File: config.mk
export PLATFORM = sky130hd
export DESIGN_NAME = uart_rx_frame
export DESIGN_NICKNAME = d
export VERILOG_FILES = /design/src/rtl/uart_rx_frame_pkg.sv /design/src/rtl/uart_rx_sync.sv /design/src/rtl/uart_rx_frame.sv
export SDC_FILE = /design/constraint.sdc
export NUM_CORES = 1
export LEC_CHECK = 0
export ABC_AREA = 1
export ABC_CLOCK_PERIOD_IN_PS = 2450
export CORE_ASPECT_RATIO = 1.25
export CORE_UTILIZATION = 28
export CTS_CLUSTER_SIZE = 14
export DETAILED_ROUTE_END_ITERATION = 7
export DONT_BUFFER_PORTS = 1
export PLACE_DENSITY = 0.41
export SYNTH_ARGS = -nofsm -noshare
export SYNTH_HDL_FRONTEND = slang
export SYNTH_SLANG_ARGS = --single-unit
File: constraint.sdc
create_clock -name clk -period 2.45 [get_ports clk]
set_clock_uncertainty 0.05 [all_clocks]
set_input_delay 0.49 -clock clk [delete_from_list [all_inputs] [get_ports clk]]
set_output_delay 0.49 -clock clk [all_outputs]
set_load 0.02 [all_outputs]
File: src/rtl/uart_rx_frame_pkg.sv
// Shared definitions for the UART receive framer.
// Contents: receive FSM state encoding, legal character-length limits,
// the error-status payload and the parity-check helper.
package uart_rx_frame_pkg;

  localparam int unsigned DATA_BITS_MIN = 5;
  localparam int unsigned DATA_BITS_MAX = 8;

  typedef enum logic [2:0] {
    RX_IDLE   = 3'd0,
    RX_START  = 3'd1,
    RX_DATA   = 3'd2,
    RX_PARITY = 3'd3,
    RX_STOP   = 3'd4
  } rx_state_e;

  // Error status attached to a received character
  typedef struct packed {
    logic perr;
    logic ferr;
  } rx_err_t;

  // Parity mismatch: XOR of data bits, received parity bit and odd-select must be 0
  function automatic logic parity_err(input logic xor_data, input logic par_bit,
                                      input logic odd);
    return xor_data ^ par_bit ^ odd;
  endfunction

endpackage

File: src/rtl/uart_rx_sync.sv
// rxd synchroniser and falling-edge detector.
// Ports:
//   clk, rst_n : system clock, synchronous active-low reset
//   rxd        : asynchronous serial input (idle high)
//   sync       : synchronised rxd (last synchroniser stage)
//   fall       : 1-cycle pulse, registered; high in the cycle sync first reads 0 after 1
module uart_rx_sync #(
  parameter int unsigned SYNC_STAGES = 2
) (
  input  logic clk,
  input  logic rst_n,
  input  logic rxd,
  output logic sync,
  output logic fall
);

  logic [SYNC_STAGES-1:0] stages_q;

  // Synchroniser chain resets to the idle level; fall compares the outgoing
  // sync value with the one about to replace it, i.e. prev_sync & ~sync.
  always_ff @(posedge clk) begin
    if (!rst_n) begin
      stages_q <= '1;
      fall     <= 1'b0;
    end else begin
      stages_q <= {stages_q[SYNC_STAGES-2:0], rxd};
      fall     <= stages_q[SYNC_STAGES-1] & ~stages_q[SYNC_STAGES-2];
    end
  end

  assign sync = stages_q[SYNC_STAGES-1];

endmodule

File: src/rtl/uart_rx_frame.sv
// UART receive framer: detects a start edge, drives the baud generator
// start/finish strobes, samples bits on mid-bit ticks and commits an
// LSB-first character with status into a holding register.
// Ports:
//   clk, rst_n    : system clock, synchronous active-low reset
//   rxd           : asynchronous serial input, idle high
//   baud_tick     : mid-bit pulse from the baud generator
//   baud_start    : 1-cycle pulse starting the baud generator
//   baud_finish   : 1-cycle pulse stopping the baud generator
//   rx_data       : last received character
//   rx_full       : unread character present
//   rx_ack        : read strobe, clears rx_full/rx_ovr/rx_perr/rx_ferr
//   rx_perr       : parity error of rx_data
//   rx_ferr       : framing error (stop bit low) of rx_data
//   rx_ovr        : sticky overrun
//   rx_busy       : frame in progress
module uart_rx_frame
  import uart_rx_frame_pkg::*;
#(
  parameter int unsigned DATA_BITS   = 8,
  parameter int unsigned PARITY_EN   = 0,
  parameter int unsigned PARITY_ODD  = 0,
  parameter int unsigned SYNC_STAGES = 2
) (
  input  logic                 clk,
  input  logic                 rst_n,
  input  logic                 rxd,
  input  logic                 baud_tick,
  output logic                 baud_start,
  output logic                 baud_finish,
  output logic [DATA_BITS-1:0] rx_data,
  output logic                 rx_full,
  input  logic                 rx_ack,
  output logic                 rx_perr,
  output logic                 rx_ferr,
  output logic                 rx_ovr,
  output logic                 rx_busy
);

  localparam int unsigned CNT_W = $clog2(DATA_BITS);

  logic sync;
  logic fall;

  uart_rx_sync #(
    .SYNC_STAGES(SYNC_STAGES)
  ) u_sync (
    .clk  (clk),
    .rst_n(rst_n),
    .rxd  (rxd),
    .sync (sync),
    .fall (fall)
  );

  rx_state_e            state_q;
  rx_state_e            state_d;
  logic [CNT_W-1:0]     bit_cnt_q;
  logic [DATA_BITS-1:0] shift_q;
  logic                 xor_q;
  rx_err_t              err_pend_q;

  logic start_c;
  logic finish_c;
  logic commit_c;
  logic shift_en_c;
  logic clr_cnt_c;
  logic par_cap_c;

  // Next-state and per-cycle strobes
  always_comb begin
    state_d    = state_q;
    start_c    = 1'b0;
    finish_c   = 1'b0;
    commit_c   = 1'b0;
    shift_en_c = 1'b0;
    clr_cnt_c  = 1'b0;
    par_cap_c  = 1'b0;
    case (state_q)
      RX_IDLE: begin
        if (fall) begin
          state_d = RX_START;
          start_c = 1'b1;
        end
      end
      RX_START: begin
        if (baud_tick) begin
          if (sync) begin
            // Start bit gone high again by mid-bit: glitch, abandon quietly
            state_d  = RX_IDLE;
            finish_c = 1'b1;
          end else begin
            state_d   = RX_DATA;
            clr_cnt_c = 1'b1;
          end
        end
      end
      RX_DATA: begin
        if (baud_tick) begin
          shift_en_c = 1'b1;
          if (bit_cnt_q == CNT_W'(DATA_BITS - 1)) begin
            state_d = (PARITY_EN != 0) ? RX_PARITY : RX_STOP;
          end
        end
      end
      RX_PARITY: begin
        if (baud_tick) begin
          par_cap_c = 1'b1;
          state_d   = RX_STOP;
        end
      end
      RX_STOP: begin
        if (baud_tick) begin
          finish_c = 1'b1;
          commit_c = 1'b1;
          state_d  = RX_IDLE;
        end
      end
      default: state_d = RX_IDLE;
    endcase
  end

  // State, datapath and registered outputs
  always_ff @(posedge clk) begin
    if (!rst_n) begin
      state_q     <= RX_IDLE;
      bit_cnt_q   <= '0;
      shift_q     <= '0;
      xor_q       <= 1'b0;
      err_pend_q  <= '0;
      baud_start  <= 1'b0;
      baud_finish <= 1'b0;
      rx_busy     <= 1'b0;
      rx_data     <= '0;
      rx_full     <= 1'b0;
      rx_perr     <= 1'b0;
      rx_ferr     <= 1'b0;
      rx_ovr      <= 1'b0;
    end else begin
      state_q     <= state_d;
      baud_start  <= start_c;
      baud_finish <= finish_c;
      rx_busy     <= (state_d != RX_IDLE);

      if (clr_cnt_c) begin
        bit_cnt_q  <= '0;
        xor_q      <= 1'b0;
        err_pend_q <= '0;
      end
      // LSB arrives first, so shifting in at the MSB leaves bit 0 in shift_q[0]
      if (shift_en_c) begin
        shift_q   <= {sync, shift_q[DATA_BITS-1:1]};
        bit_cnt_q <= bit_cnt_q + CNT_W'(1);
        xor_q     <= xor_q ^ sync;
      end
      if (par_cap_c) begin
        err_pend_q.perr <= parity_err(xor_q, sync, 1'(PARITY_ODD));
      end

      // Commit beats a coincident read; the read still clears overrun
      if (commit_c) begin
        rx_data <= shift_q;
        rx_ferr <= ~sync;
        rx_perr <= (PARITY_EN != 0) ? err_pend_q.perr : 1'b0;
        rx_full <= 1'b1;
        rx_ovr  <= rx_ack ? 1'b0 : (rx_ovr | rx_full);
      end else if (rx_ack) begin
        rx_full <= 1'b0;
        rx_ovr  <= 1'b0;
        rx_perr <= 1'b0;
        rx_ferr <= 1'b0;
      end
    end
  end

endmodule

# After elaboration in Yosys (flattened, before gate mapping)
# Cells that the tools add are included.
classes:
  n_reduce_logical: 5
  n_eq_ne: 5
  muxes: 25
  bitwise_logic: 4
  addsub: 1
op_table:
  columns: ["op", "count"]
  rows:
  - ["$mux W3", 8]
  - ["$pmux W3 S5", 1]
  - ["$mux W1", 14]
  - ["$eq A3 B2 Y1 const B", 2]
  - ["$eq A3 B3 Y1 const B", 2]
  - ["$reduce_bool A2 Y1", 2]
  - ["$add A3 B1 Y3 const B", 1]
  - ["$eq A3 B1 Y1 const B", 1]
  - ["$logic_not A3 Y1", 1]
  - ["$reduce_bool A3 Y1", 1]
  - ["$mux W2", 1]
  - ["$not A1 Y1", 2]
  - ["$pmux W1 S2", 1]
  - ["$reduce_and A2 Y1", 1]
  - ["$and A1 B1 Y1", 1]
  - ["$or A1 B1 Y1", 1]
word_totals:
  elab_cells: 52
  register_bits: 31
  out_inout_bits: 15
  in_bits: 5

# Depth between registers and ports, before layout
# Gate-level depths: netlist of the first run.
depth:
  ltp_word: 5
  ltp_mapped: 8
  ltp_nobuf: 8

# By module
# Synthesis of the first run repeated with hierarchy kept, for this count alone.
hier_totals:
  hier_cells: 146
  area_unflattened_um2: 1174.9
by_module_without_submodules:
  columns: ["module", "n_inst", "area_each_um2", "cells_per_inst", "seq_area_each_um2"]
  rows:
  - ["uart_rx_frame", 1, 1087.3, 137, 560.5]
  - ["uart_rx_sync", 1, 87.6, 9, 60.1]

# Least setup slack after synthesis of the first run
# Ideal clock, no wire load.
synth_timing:
  kind: "input -> register"
  start: "in rst_n"
  end: "reg baud_start"
  stages: 4
  setup_ns: 0.128
  t_arrival_ns: 1.053
  n_path_buf: 2
  slack_ns: 1.219
  t_required_ns: 2.272
  cell_sequence: "buf_2 inv_1 clkbuf_1 nor2_1"
synth_between:
  elab_chain_len: 1
synth_lines:
  columns: ["element", "line_no", "text"]
  rows:
  - ["from (decl)", "uart_rx_frame.sv:26", "input logic rst_n,"]
  - ["$reduce_and A2 Y1 (no source line)", null, null]
  - ["to (signal assigned)", "uart_rx_frame.sv:140", "baud_start <= start_c;"]
  - ["to (decl)", "uart_rx_frame.sv:29", "output logic baud_start,"]
# Every way passes these cells.
# A chain may end at the register's enable or synchronous reset.

# Final worst setup path of the first run
layout_timing:
  start: "reg state_q[2]"
  end: "reg bit_cnt_q[0]"
layout_between:
  elab_chain_len: 3
  word_cells_on_any_way: 6
  cone_classes: "2 x eq/ne; 3 x mux; 1 x reduce/logical"
layout_lines:
  columns: ["element", "line_no", "text"]
  rows:
  - ["from (decl)", "uart_rx_frame.sv:55", "rx_state_e state_q;"]
  - ["from (signal assigned)", "uart_rx_frame.sv:139", "state_q <= state_d;"]
  - ["$eq A3 B2 Y1 or $eq A3 B1 Y1 (tied branches)", "uart_rx_frame.sv:78", "case (state_q)"]
  - ["$mux W1", "uart_rx_frame.sv:78", null]
  - ["$mux W3 or $reduce_bool A2 Y1 (tied branches)", null, null]
  - ["to (signal assigned)", "uart_rx_frame.sv:152", "bit_cnt_q <= bit_cnt_q + CNT_W'(1);"]
  - ["to (decl)", "uart_rx_frame.sv:57", "logic [CNT_W-1:0] bit_cnt_q;"]
# Several ways; a longest one is shown, not always the timed one.

==> impl_metrics.csv, run 1 <==
group,metric,value,unit
setup_path,reg2reg_to,"bit_cnt_q[0]",
status,status,"completed",
cts,cts_setup_buffers,0,
power_and_ir_drop,peakVddDrop,0.343,mV
sta,drv_slew,0,
setup_path,cp-start-kind,"register",
cts,cts_buffers,5,
floorplanning,die_w,60.2,um
cells_and_area,multiInputGateArea,477,um^2
cells_and_area,stdcell_area,1300,um^2
synth,synth.net_count,153,
floorplanning,start_util,29.1,%
sta,fin_ws,1.11,ns
power_and_ir_drop,power.leakage,0.000531,uW
sta,fin_crit,1.34,ns
grt,grt_usage,12.2,%
worst_hold_path,min_path_cells,1,
setup_path,r2r-start,"state_q[2]",
synth,synthAdderAreaFrac,2.11,%
synth,ys_warn_count,0,
detailed_routing,drt-met1-wl,1100,um
sta,fin_tns_setup,0,ns
place,post-dp-hpwl,1670,um
place,portBuffers,0,
power_and_ir_drop,powerDensity,697,nW/um^2
floorplanning,die_y,74.7,um
cts,postCtsHoldBufs,0,
setup_path,cp_max_fo,13,
cts,clkSinkCount,31,
detailed_routing,drtIter0Drc,58,
grt,grt_max_degree,19,
cts,post_cts_resized,0,
detailed_routing,ant_nets,0,
cells_and_area,final_common_cell,"dfxtp_1",
worst_hold_path,hold_start,"rxd",
setup_path,critPathKind,"register to register",
run,max_cap_viol_count,0,
place,globalplace.congestion,0.871,
setup_path,cp-end-kind,"register",
synth,synth_top_family_by_area,"simple AND/OR/NAND/NOR gates",
setup_path,worstPathArrival,1.46,ns
detailed_routing,met3_length,140,um
detailed_routing,finalWirelength,2440,um
synth,ys_types,25,
place,dp_slack,1.13,ns
sta,period_share,54.7,%
synth,syn_area,1180,um^2
floorplanning,core,4070,um^2
cts,tritoncts,"built",
detailed_routing,viasPerCell,4.51,
setup_path,path_cells,"inv_2 -> nand3_2 -> clkinv_2 -> o21ai_0 -> nor2_1",
cells_and_area,regArea,621,um^2
cells_and_area,nets,155,
cts,cts_buffer_depth,2,
floorplanning,rows,26,
grt,grt_pass1_wl,3840,um
synth,synth_compound_area_share,10.6,%
synth,synth_xor_xnor_area_share,0,%
setup_path,ff2ff_setup_slack,1.11,ns
worst_hold_path,hold-path-endpoint,"u_sync.stages_q[0]",
synth,yosys.area_share.simple,27.2,%
worst_hold_path,hp-class,"input pin to register",
setup_path,slowest_delay,0.45,ns
cts,htreeDepth,2,
setup_path,r2r_cells,5,
cells_and_area,drive_above_1_share,12.1,%
grt,antenna_found_initial,0,
cells_and_area,fin_util,32.1,%
synth,seq_area_frac_synth,52.4,%
setup_path,crit_slowest_cell,"dfxtp_1",
sta,timing.fmax,746,MHz
floorplanning,dieArea,4500,um^2
floorplanning,ios,20,
detailed_routing,remaining_drc_errors,0,
synth,avgSynthCellArea,8.12,um^2
synth,synthMuxAreaShare,0,%
detailed_routing,via_count,925,
cts,clk_pin_slew,0.06,ns
cts,insertion_delay,0.28,ns
cells_and_area,n_antenna_cell,0,
grt,grt_pass1_vias,841,
sta,hold_viol_final,0,
grt,grt-ovfl-total,0,
detailed_routing,wl_per_cell,11.9,um
cells_and_area,layout_common_cells,"dfxtp_1 (31), nand2_1 (29), nor2_1 (20), nand3_1 (15), o21ai_0 (11)",
detailed_routing,dr.pass1.iters,4,
detailed_routing,wl_met2,1180,um
synth,synth_seq_cells,31,
sta,setup_viol,0,
place,dpl_cell_area,1220,um^2
cts,cts_root_buf,"clkbuf_8",
cells_and_area,fill_cells,437,
sta,rsz0062_at_grt,"false",
setup_path,cp.required,2.57,ns
synth,synth_cells,146,
cells_and_area,area_delta_synth_final,10.0,%
detailed_routing,top_layer_used,"met4",
==> metal layers <==
layer | GRT usage [%] | vias to the layer above
li1 | - | 471
met3 | 5.67 | 4
met1 | 13.8 | 422
met5 | 0 | -
met4 | 6.20 | 0
met2 | 19.2 | 28
==> report_power, final <==
part	total [uW]	internal (uW)	switching (uW)
logic	19.6	5.81	13.8
clock network	375	199	177
registers	513	509	4.64
==> registers in the layout, summed over array words and instances, names as in the netlist <==
| register | cells |
|---|---|
| shift_q | 8 |
| rx_busy | 1 |
| rx_full | 1 |
| u_sync.stages_q | 2 |
| baud_start | 1 |
| bit_cnt_q | 3 |
| baud_finish | 1 |
| rx_data | 8 |
| state_q | 3 |
| rx_ferr | 1 |
| u_sync.fall | 1 |
| rx_ovr | 1 |
==> worst max path at each step <==
stage | startpoint | to | slack [ns] | depth (start not counted)
floorplan | rst_n | baud_start | 1.22 | 4
global placement | state_q[0] | rx_ferr | 1.16 | 5
detailed placement | state_q[2] | bit_cnt_q[0] | 1.13 | 5
CTS | state_q[2] | bit_cnt_q[0] | 1.12 | 5
global route | state_q[2] | bit_cnt_q[0] | 1.01 | 5
finish | state_q[2] | bit_cnt_q[0] | 1.11 | 5
==> metrics by stage <==
stage	total power (uW)	hold slack [ns]	cells
finish	908	0.267	205
detailed placement	544	0.384	197
global route	953	0.256	205
floorplan	545	0.356	146
CTS	926	0.257	205
global placement	544	0.378	197
==> cell usage after synthesis <==
| cell | count | area share [%] |
|---|---|---|
| or2_2 | 2 | 1.1 |
| nand3_1 | 15 | 6.3 |
| nor2_1 | 20 | 6.3 |
| a21oi_1 | 10 | 4.2 |
| clkbuf_2 | 1 | 0.42 |
| conb_1 | 1 | 0.32 |
| buf_4 | 1 | 0.63 |
| nor2_4 | 1 | 0.95 |
| a21boi_1 | 1 | 0.63 |
| buf_6 | 1 | 0.95 |
| clkbuf_1 | 1 | 0.32 |
| nand3_4 | 1 | 1.5 |
| inv_1 | 9 | 2.9 |
| o21ai_0 | 11 | 4.6 |
| nor2_2 | 1 | 0.53 |
| nand2_1 | 29 | 9.2 |
| ha_1 | 2 | 2.1 |
| a22oi_2 | 1 | 1.1 |
| clkinv_4 | 1 | 0.74 |
| nand3_2 | 1 | 0.84 |
| nand2_2 | 1 | 0.53 |
| buf_2 | 1 | 0.42 |
| inv_2 | 2 | 0.63 |
| dfxtp_1 | 31 | 52 |
| clkinv_2 | 1 | 0.42 |
==> critical path, delay by kind of cell, from the launching register on <==
family / cells / cell delay, ns
AOI/OAI and AO/OA: 1 / 0.17
buffers and inverters: 2 / 0.28
DFF: 1 / 0.45
and+or+nand+nor: 2 / 0.27
==> final cells by class <==
| cell class | instances | share of cell area, % |
|---|---|---|
| sequential | 31 | 47.6 |
| multi-input combinational | 97 | 36.6 |
| clock buffer | 7 | 5.85 |
| tap | 56 | 5.37 |
| inverter | 13 | 4.22 |
| clock inverter | 1 | 0.384 |
==> kinds of logic (layout without fill, tap and decap cells) <==
logic type      after synthesis  in the layout
compound gates               23             23
buf+inv                      18             21
simple gates                 71             71
fa+ha+maj                     2              2
flops                        31             31
other cells                   1              1
Note: power is estimated with default switching activity, not from simulation.
==> run 2: changes to the inputs <==
--- a/config.mk
+++ b/config.mk
@@ -6,13 +6,13 @@
 export NUM_CORES = 1
 export LEC_CHECK = 0
 export ABC_AREA = 1
-export ABC_CLOCK_PERIOD_IN_PS = 2450
+export ABC_CLOCK_PERIOD_IN_PS = 1200
 export CORE_ASPECT_RATIO = 1.25
 export CORE_UTILIZATION = 28
 export CTS_CLUSTER_SIZE = 14
 export DETAILED_ROUTE_END_ITERATION = 7
 export DONT_BUFFER_PORTS = 1
-export PLACE_DENSITY = 0.41
+export PLACE_DENSITY = 0.43
 export SYNTH_ARGS = -nofsm -noshare
 export SYNTH_HDL_FRONTEND = slang
 export SYNTH_SLANG_ARGS = --single-unit
==> constraint.sdc (replaced) <==
create_clock -name clk -period 1.2 [get_ports clk]
set_clock_uncertainty 0.05 [all_clocks]
set_input_delay 0.24 -clock clk [delete_from_list [all_inputs] [get_ports clk]]
set_output_delay 0.24 -clock clk [all_outputs]
set_load 0.02 [all_outputs]
==> impl_metrics.csv, run 2 (synthesis gave the netlist of run 1 again) <==
group,metric,value,unit
status,status,"completed",
cts,htreeDepth,2,
setup_path,crit_slowest_cell,"dfxtp_2",
power_and_ir_drop,powerDensity,1270,nW/um^2
cts,cts_setup_buffers,0,
sta,drv_slew,0,
worst_hold_path,min_path_cells,2,
cells_and_area,n_antenna_cell,0,
cells_and_area,top_regs,"rx_data (8), shift_q (8)",
setup_path,reg2reg_to,"bit_cnt_q[0]",
grt,antenna_found_initial,0,
detailed_routing,remaining_drc_errors,0,
setup_path,critPathKind,"register to register",
grt,grt-ovfl-total,0,
power_and_ir_drop,pwr-share-clk,41.4,%
cts,clkSinkCount,31,
floorplanning,dieArea,4500,um^2
cells_and_area,drive_above_1_share,24.2,%
cells_and_area,layout_common_cells,"nand2_1 (28), dfxtp_1 (27), nor2_1 (20), nand3_1 (14), o21ai_0 (10)",
detailed_routing,finalWirelength,2520,um
cells_and_area,final_common_cell,"nand2_1",
cells_and_area,fill_cells,429,
sta,hold_viol_final,0,
cts,insertion_delay,0.28,ns
floorplanning,die_y,74.7,um
place,portBuffers,0,
grt,grt_max_degree,19,
cts,cts_buffer_depth,2,
place,post-dp-hpwl,1710,um
sta,setup_viol,0,
setup_path,worstPathArrival,1.31,ns
sta,hold_ws,0.0409,ns
sta,rsz0062_at_grt,"true",
setup_path,ff2ff_setup_slack,0.006,ns
floorplanning,die_w,60.2,um
cells_and_area,area_delta_synth_final,23.9,%
place,dpl_cell_area,1300,um^2
power_and_ir_drop,combPwrFrac,2.7,%
detailed_routing,wl_per_cell,11.6,um
grt,grt_pass1_vias,886,
floorplanning,ios,20,
power_and_ir_drop,power.leakage,0.000588,uW
floorplanning,start_util,29.1,%
cells_and_area,final_cells,217,
floorplanning,rows,26,
cts,cts_buffers,5,
sta,fin_ws,0.00555,ns
setup_path,cp-end-kind,"register",
floorplanning,core,4070,um^2
cts,cts_root_buf,"clkbuf_8",
detailed_routing,viasPerCell,4.42,
setup_path,cp.required,1.32,ns
sta,fin_crit,1.19,ns
setup_path,r2r-start,"state_q[0]",
power_and_ir_drop,p_int,1460,uW
place,dp_slack,-0.0835,ns
worst_hold_path,hold-path-endpoint,"state_q[2]",
grt,grt_pass1_wl,3880,um
sta,timing.fmax,837,MHz
setup_path,r2r_cells,6,
power_and_ir_drop,power_switching,406,uW
place,dp_cells,206,
sta,period_share,99.5,%
cts,tritoncts,"built",
setup_path,crit_path_frequent_cell,"nor2_1",
run,max_cap_viol_count,0,
power_and_ir_drop,p_seq_share,55.9,%
detailed_routing,ant_nets,0,
detailed_routing,drtIter0Drc,35,
worst_hold_path,hp-class,"input pin to register",
setup_path,cp-start-kind,"register",
grt,grt_usage,12.2,%
cells_and_area,nets,167,
place,globalplace.congestion,0.789,
worst_hold_path,hold_start,"rst_n",
cts,clk_pin_slew,0.06,ns
detailed_routing,dr.pass1.iters,4,
cells_and_area,stdcell_area,1470,um^2
setup_path,cp_max_fo,4,
detailed_routing,via_count,959,
setup_path,path_cells,"buf_4 -> inv_1 -> nor2_1 -> nand3_2 -> a21boi_2 -> nor2_1",
setup_path,slowest_delay,0.38,ns
power_and_ir_drop,switching_share,21.7,%
power_and_ir_drop,peakVddDrop,0.546,mV
[run 2: changes by cell type in the layout (fill, tap and decap cells not counted), moves of 2 or more]
cell / before / now
dfxtp_1: 31 / 27
ha_1: 2 / 0
dfxtp_2: 0 / 3
ha_4: 0 / 2
buf_4: 0 / 8
[run 2: routing by layer]
layer,GRT usage (%),part of all wire [%],vias to the layer above
li1,-,-,501
met1,13.5,44,437
met2,19.2,50,16
met3,6.36,4.8,5
met4,5.43,1.6,0
met5,0,0,-
[run 2: critical path, delay by kind of cell, from the launching register on]
kind,cells,cell delay [ns]
buffers and inverters,2,0.15
AOI/OAI and AO/OA,1,0.16
and+or+nand+nor,3,0.35
DFF,1,0.38
[run 2: area by class of cell]
cell class / instances / area (um^2) / share of cell area (%)
clock buffer: 7 / 76.3 / 5.20
clock inverter: 1 / 5.00 / 0.341
inverter: 13 / 58.8 / 4.01
multi-input combinational: 98 / 534 / 36.4
sequential: 31 / 628 / 42.8
tap: 56 / 70.1 / 4.77
timing repair buffer: 10 / 90.1 / 6.14
timing repair inverter: 1 / 5.00 / 0.341
[run 2: metrics by stage]
stage	TNS (ns)	utilization, %	total power [uW]
5_1_grt	-0.464	36.1	1960
3_3_place_gp	-0.0701	32.0	1120
6_report	0	36.1	1870
4_1_cts	0	34.8	1900
2_1_floorplan	0	-	1110
3_5_place_dp	-0.170	32.0	1120
[run 2: worst max-delay path by stage]
stage | slack (ns) | depth (start not counted) | to | start
floorplan | 0.03 | 8 | rx_busy | bit_cnt_q[0]
global placement | -0.04 | 8 | rx_busy | bit_cnt_q[0]
detailed placement | -0.08 | 6 | bit_cnt_q[0] | state_q[0]
CTS | 0.00007 | 8 | rx_busy | bit_cnt_q[0]
global route | -0.06 | 8 | rx_busy | bit_cnt_q[0]
finish | 0.006 | 6 | bit_cnt_q[0] | state_q[0]
[run 2: repair_timing]
| item | CTS | global route |
|---|---|---|
| gates resized for setup | 8 | 10 |
| pin swaps | 2 | 6 |
| hold endpoints to repair | 0 | 1 |
| setup endpoints to repair | 13 | 17 |
| cloned | 0 | 2 |
| hold buffers | 0 | 1 |
[run 2: power groups by stage]
stage | sequential, uW | combinational, uW | clock [uW]
after floorplan | 1070 | 42.7 | 0
after global placement | 1070 | 46.3 | 0
after detailed placement | 1070 | 45.8 | 0
after CTS | 1050 | 47.0 | 802
after global routing | 1050 | 55.9 | 854
final | 1050 | 49.9 | 774
==> run 3: changes to the inputs <==
--- a/config.mk
+++ b/config.mk
@@ -6,7 +6,7 @@
 export NUM_CORES = 1
 export LEC_CHECK = 0
 export ABC_AREA = 1
-export ABC_CLOCK_PERIOD_IN_PS = 1200
+export ABC_CLOCK_PERIOD_IN_PS = 1000
 export CORE_ASPECT_RATIO = 1.25
 export CORE_UTILIZATION = 28
 export CTS_CLUSTER_SIZE = 14
==> constraint.sdc (replaced) <==
create_clock -name clk -period 1 [get_ports clk]
set_clock_uncertainty 0.05 [all_clocks]
set_input_delay 0.2 -clock clk [delete_from_list [all_inputs] [get_ports clk]]
set_output_delay 0.2 -clock clk [all_outputs]
set_load 0.02 [all_outputs]
==> impl_metrics.csv, run 3 (synthesis gave the netlist of run 1 again) <==
group,metric,value,unit
cts,postCtsHoldBufs,1,
setup_path,worstPathArrival,1.28,ns
detailed_routing,wl_per_cell,12.6,um
sta,fin_ws,-0.142,ns
setup_path,cp_max_fo,6,
cells_and_area,top_regs,"rx_data (8), shift_q (8)",
setup_path,critPathKind,"register to register",
detailed_routing,drtIter0Drc,50,
cells_and_area,final_cells,235,
cts,cts_buffer_depth,2,
cells_and_area,layout_common_cells,"nor2_1 (18), buf_4 (16), dfxtp_1 (14), nand2_2 (12), dfxtp_2 (11)",
cells_and_area,nets,185,
cts,cts_buffers,5,
power_and_ir_drop,powerDensity,1300,nW/um^2
cts,clk_pin_slew,0.07,ns
place,portBuffers,0,
floorplanning,rows,26,
setup_path,cp-start-kind,"register",
cells_and_area,final_common_cell,"nor2_1",
cts,htreeDepth,2,
floorplanning,ios,20,
sta,drv_slew,0,
cts,insertion_delay,0.29,ns
power_and_ir_drop,peakVddDrop,0.710,mV
sta,period_share,114,%
grt,grt_pass1_vias,1076,
setup_path,cp-end-kind,"register",
status,violations,"negative hold slack, negative setup slack",
sta,rsz0062_at_grt,"true",
cts,cts_root_buf,"clkbuf_8",
power_and_ir_drop,power.leakage,0.000801,uW
detailed_routing,via_count,1043,
cts,clkSinkCount,31,
sta,setup_viol,29,
grt,grt_usage,15.3,%
detailed_routing,remaining_drc_errors,0,
cts,tritoncts,"built",
floorplanning,die_w,60.2,um
detailed_routing,dr.pass1.iters,4,
floorplanning,start_util,29.1,%
sta,hold_ws,-0.0225,ns
detailed_routing,finalWirelength,2970,um
status,status,"complete, but fails checks",
sta,fin_crit,1.14,ns
floorplanning,dieArea,4500,um^2
run,max_cap_viol_count,0,
sta,timing.fmax,876,MHz
sta,fin_tns_setup,-3.00,ns
cells_and_area,area_delta_synth_final,58.2,%
cells_and_area,n_antenna_cell,0,
grt,antenna_found_initial,0,
grt,grt-ovfl-total,0,
floorplanning,die_y,74.7,um
floorplanning,core,4070,um^2
sta,hold_viol_final,8,
detailed_routing,ant_nets,0,
place,dp_cells,214,
grt,grt_pass1_wl,4830,um
cells_and_area,drive_above_1_share,64.2,%
detailed_routing,viasPerCell,4.44,
place,globalplace.congestion,0.755,
place,post-dp-hpwl,1860,um
setup_path,cp.required,1.14,ns
grt,grt_max_degree,19,
worst_hold_path,hp-class,"input pin to register",
[run 3: cell count changes in the layout (fill, tap and decap cells not counted), moves of 9 or more]
cell and delta:
dfxtp_1 -13, nand2_1 -19, nand2_2 +10, nand2_4 +9
o21ai_0 -9, buf_6 +9
[run 3: layout make-up]
cell class,count,area (um^2)
Tap cell,56,70.1
Clock buffer,7,96.3
Timing Repair inverter,2,15.0
Fill cell,412,2190
Multi-Input combinational cell,98,713
Sequential cell,31,657
Timing Repair Buffer,27,251
Inverter,13,63.8
Clock inverter,1,7.51
[run 3: path summary, 6_finish.rpt]
path                                          from                 end  slack (ns)  depth (start not counted)
worst max-delay path                    state_q[1]          rx_data[6]       -0.14                          5
worst min-delay path                         rst_n             rx_full       -0.02                          2
worst max register to register          state_q[1]          rx_data[6]       -0.14                          5
worst min register to register  u_sync.stages_q[0]  u_sync.stages_q[1]        0.39                          1
[run 3: power by group]
| group | internal (uW) | switching (uW) |
|---|---|---|
| combinational | 35.5 | 44.8 |
| clock | 626 | 486 |
| sequential | 1230 | 12.2 |
[run 3: worst max-delay path, stage by stage (launching register included)]
cell and delay [ns]:
dfxtp_4 0.37, nor2_4 0.13, nand3_4 0.19, buf_12 0.21, nand2_4 0.05, a21oi_2 0.05
[run 3: metal layers]
layer,vias to the layer above,wire [um],GRT usage [%]
met5,-,0,0
met4,0,71,9.30
met3,6,112,6.19
met2,13,1580,25.2
met1,487,1200,16.2
li1,537,-,-
[run 3: per-stage QoR]
| step | total power [uW] | utilization (%) | worst slack (ns) | area [um^2] | hold WS [ns] |
|---|---|---|---|---|---|
| finish | 2430 | 46.1 | -0.142 | 1870 | -0.0225 |
| floorplan | 1340 | - | -0.110 | 1240 | 0.257 |
| global route | 2540 | 46.1 | -0.217 | 1870 | -0.0362 |
| CTS | 2470 | 40.3 | -0.176 | 1640 | -0.0390 |
| detailed placement | 1350 | 34.8 | -0.175 | 1420 | 0.264 |
| global placement | 1350 | 34.8 | -0.160 | 1420 | 0.258 |
[run 3: what timing repair did]
action | in CTS | in global routing
endpoints found under the hold margin | 13 | 10
cloned | 3 | 0
gates resized for setup | 35 | 59
pin swaps | 9 | 22
setup endpoints to repair | 35 | 38
setup buffers | 1 | 8
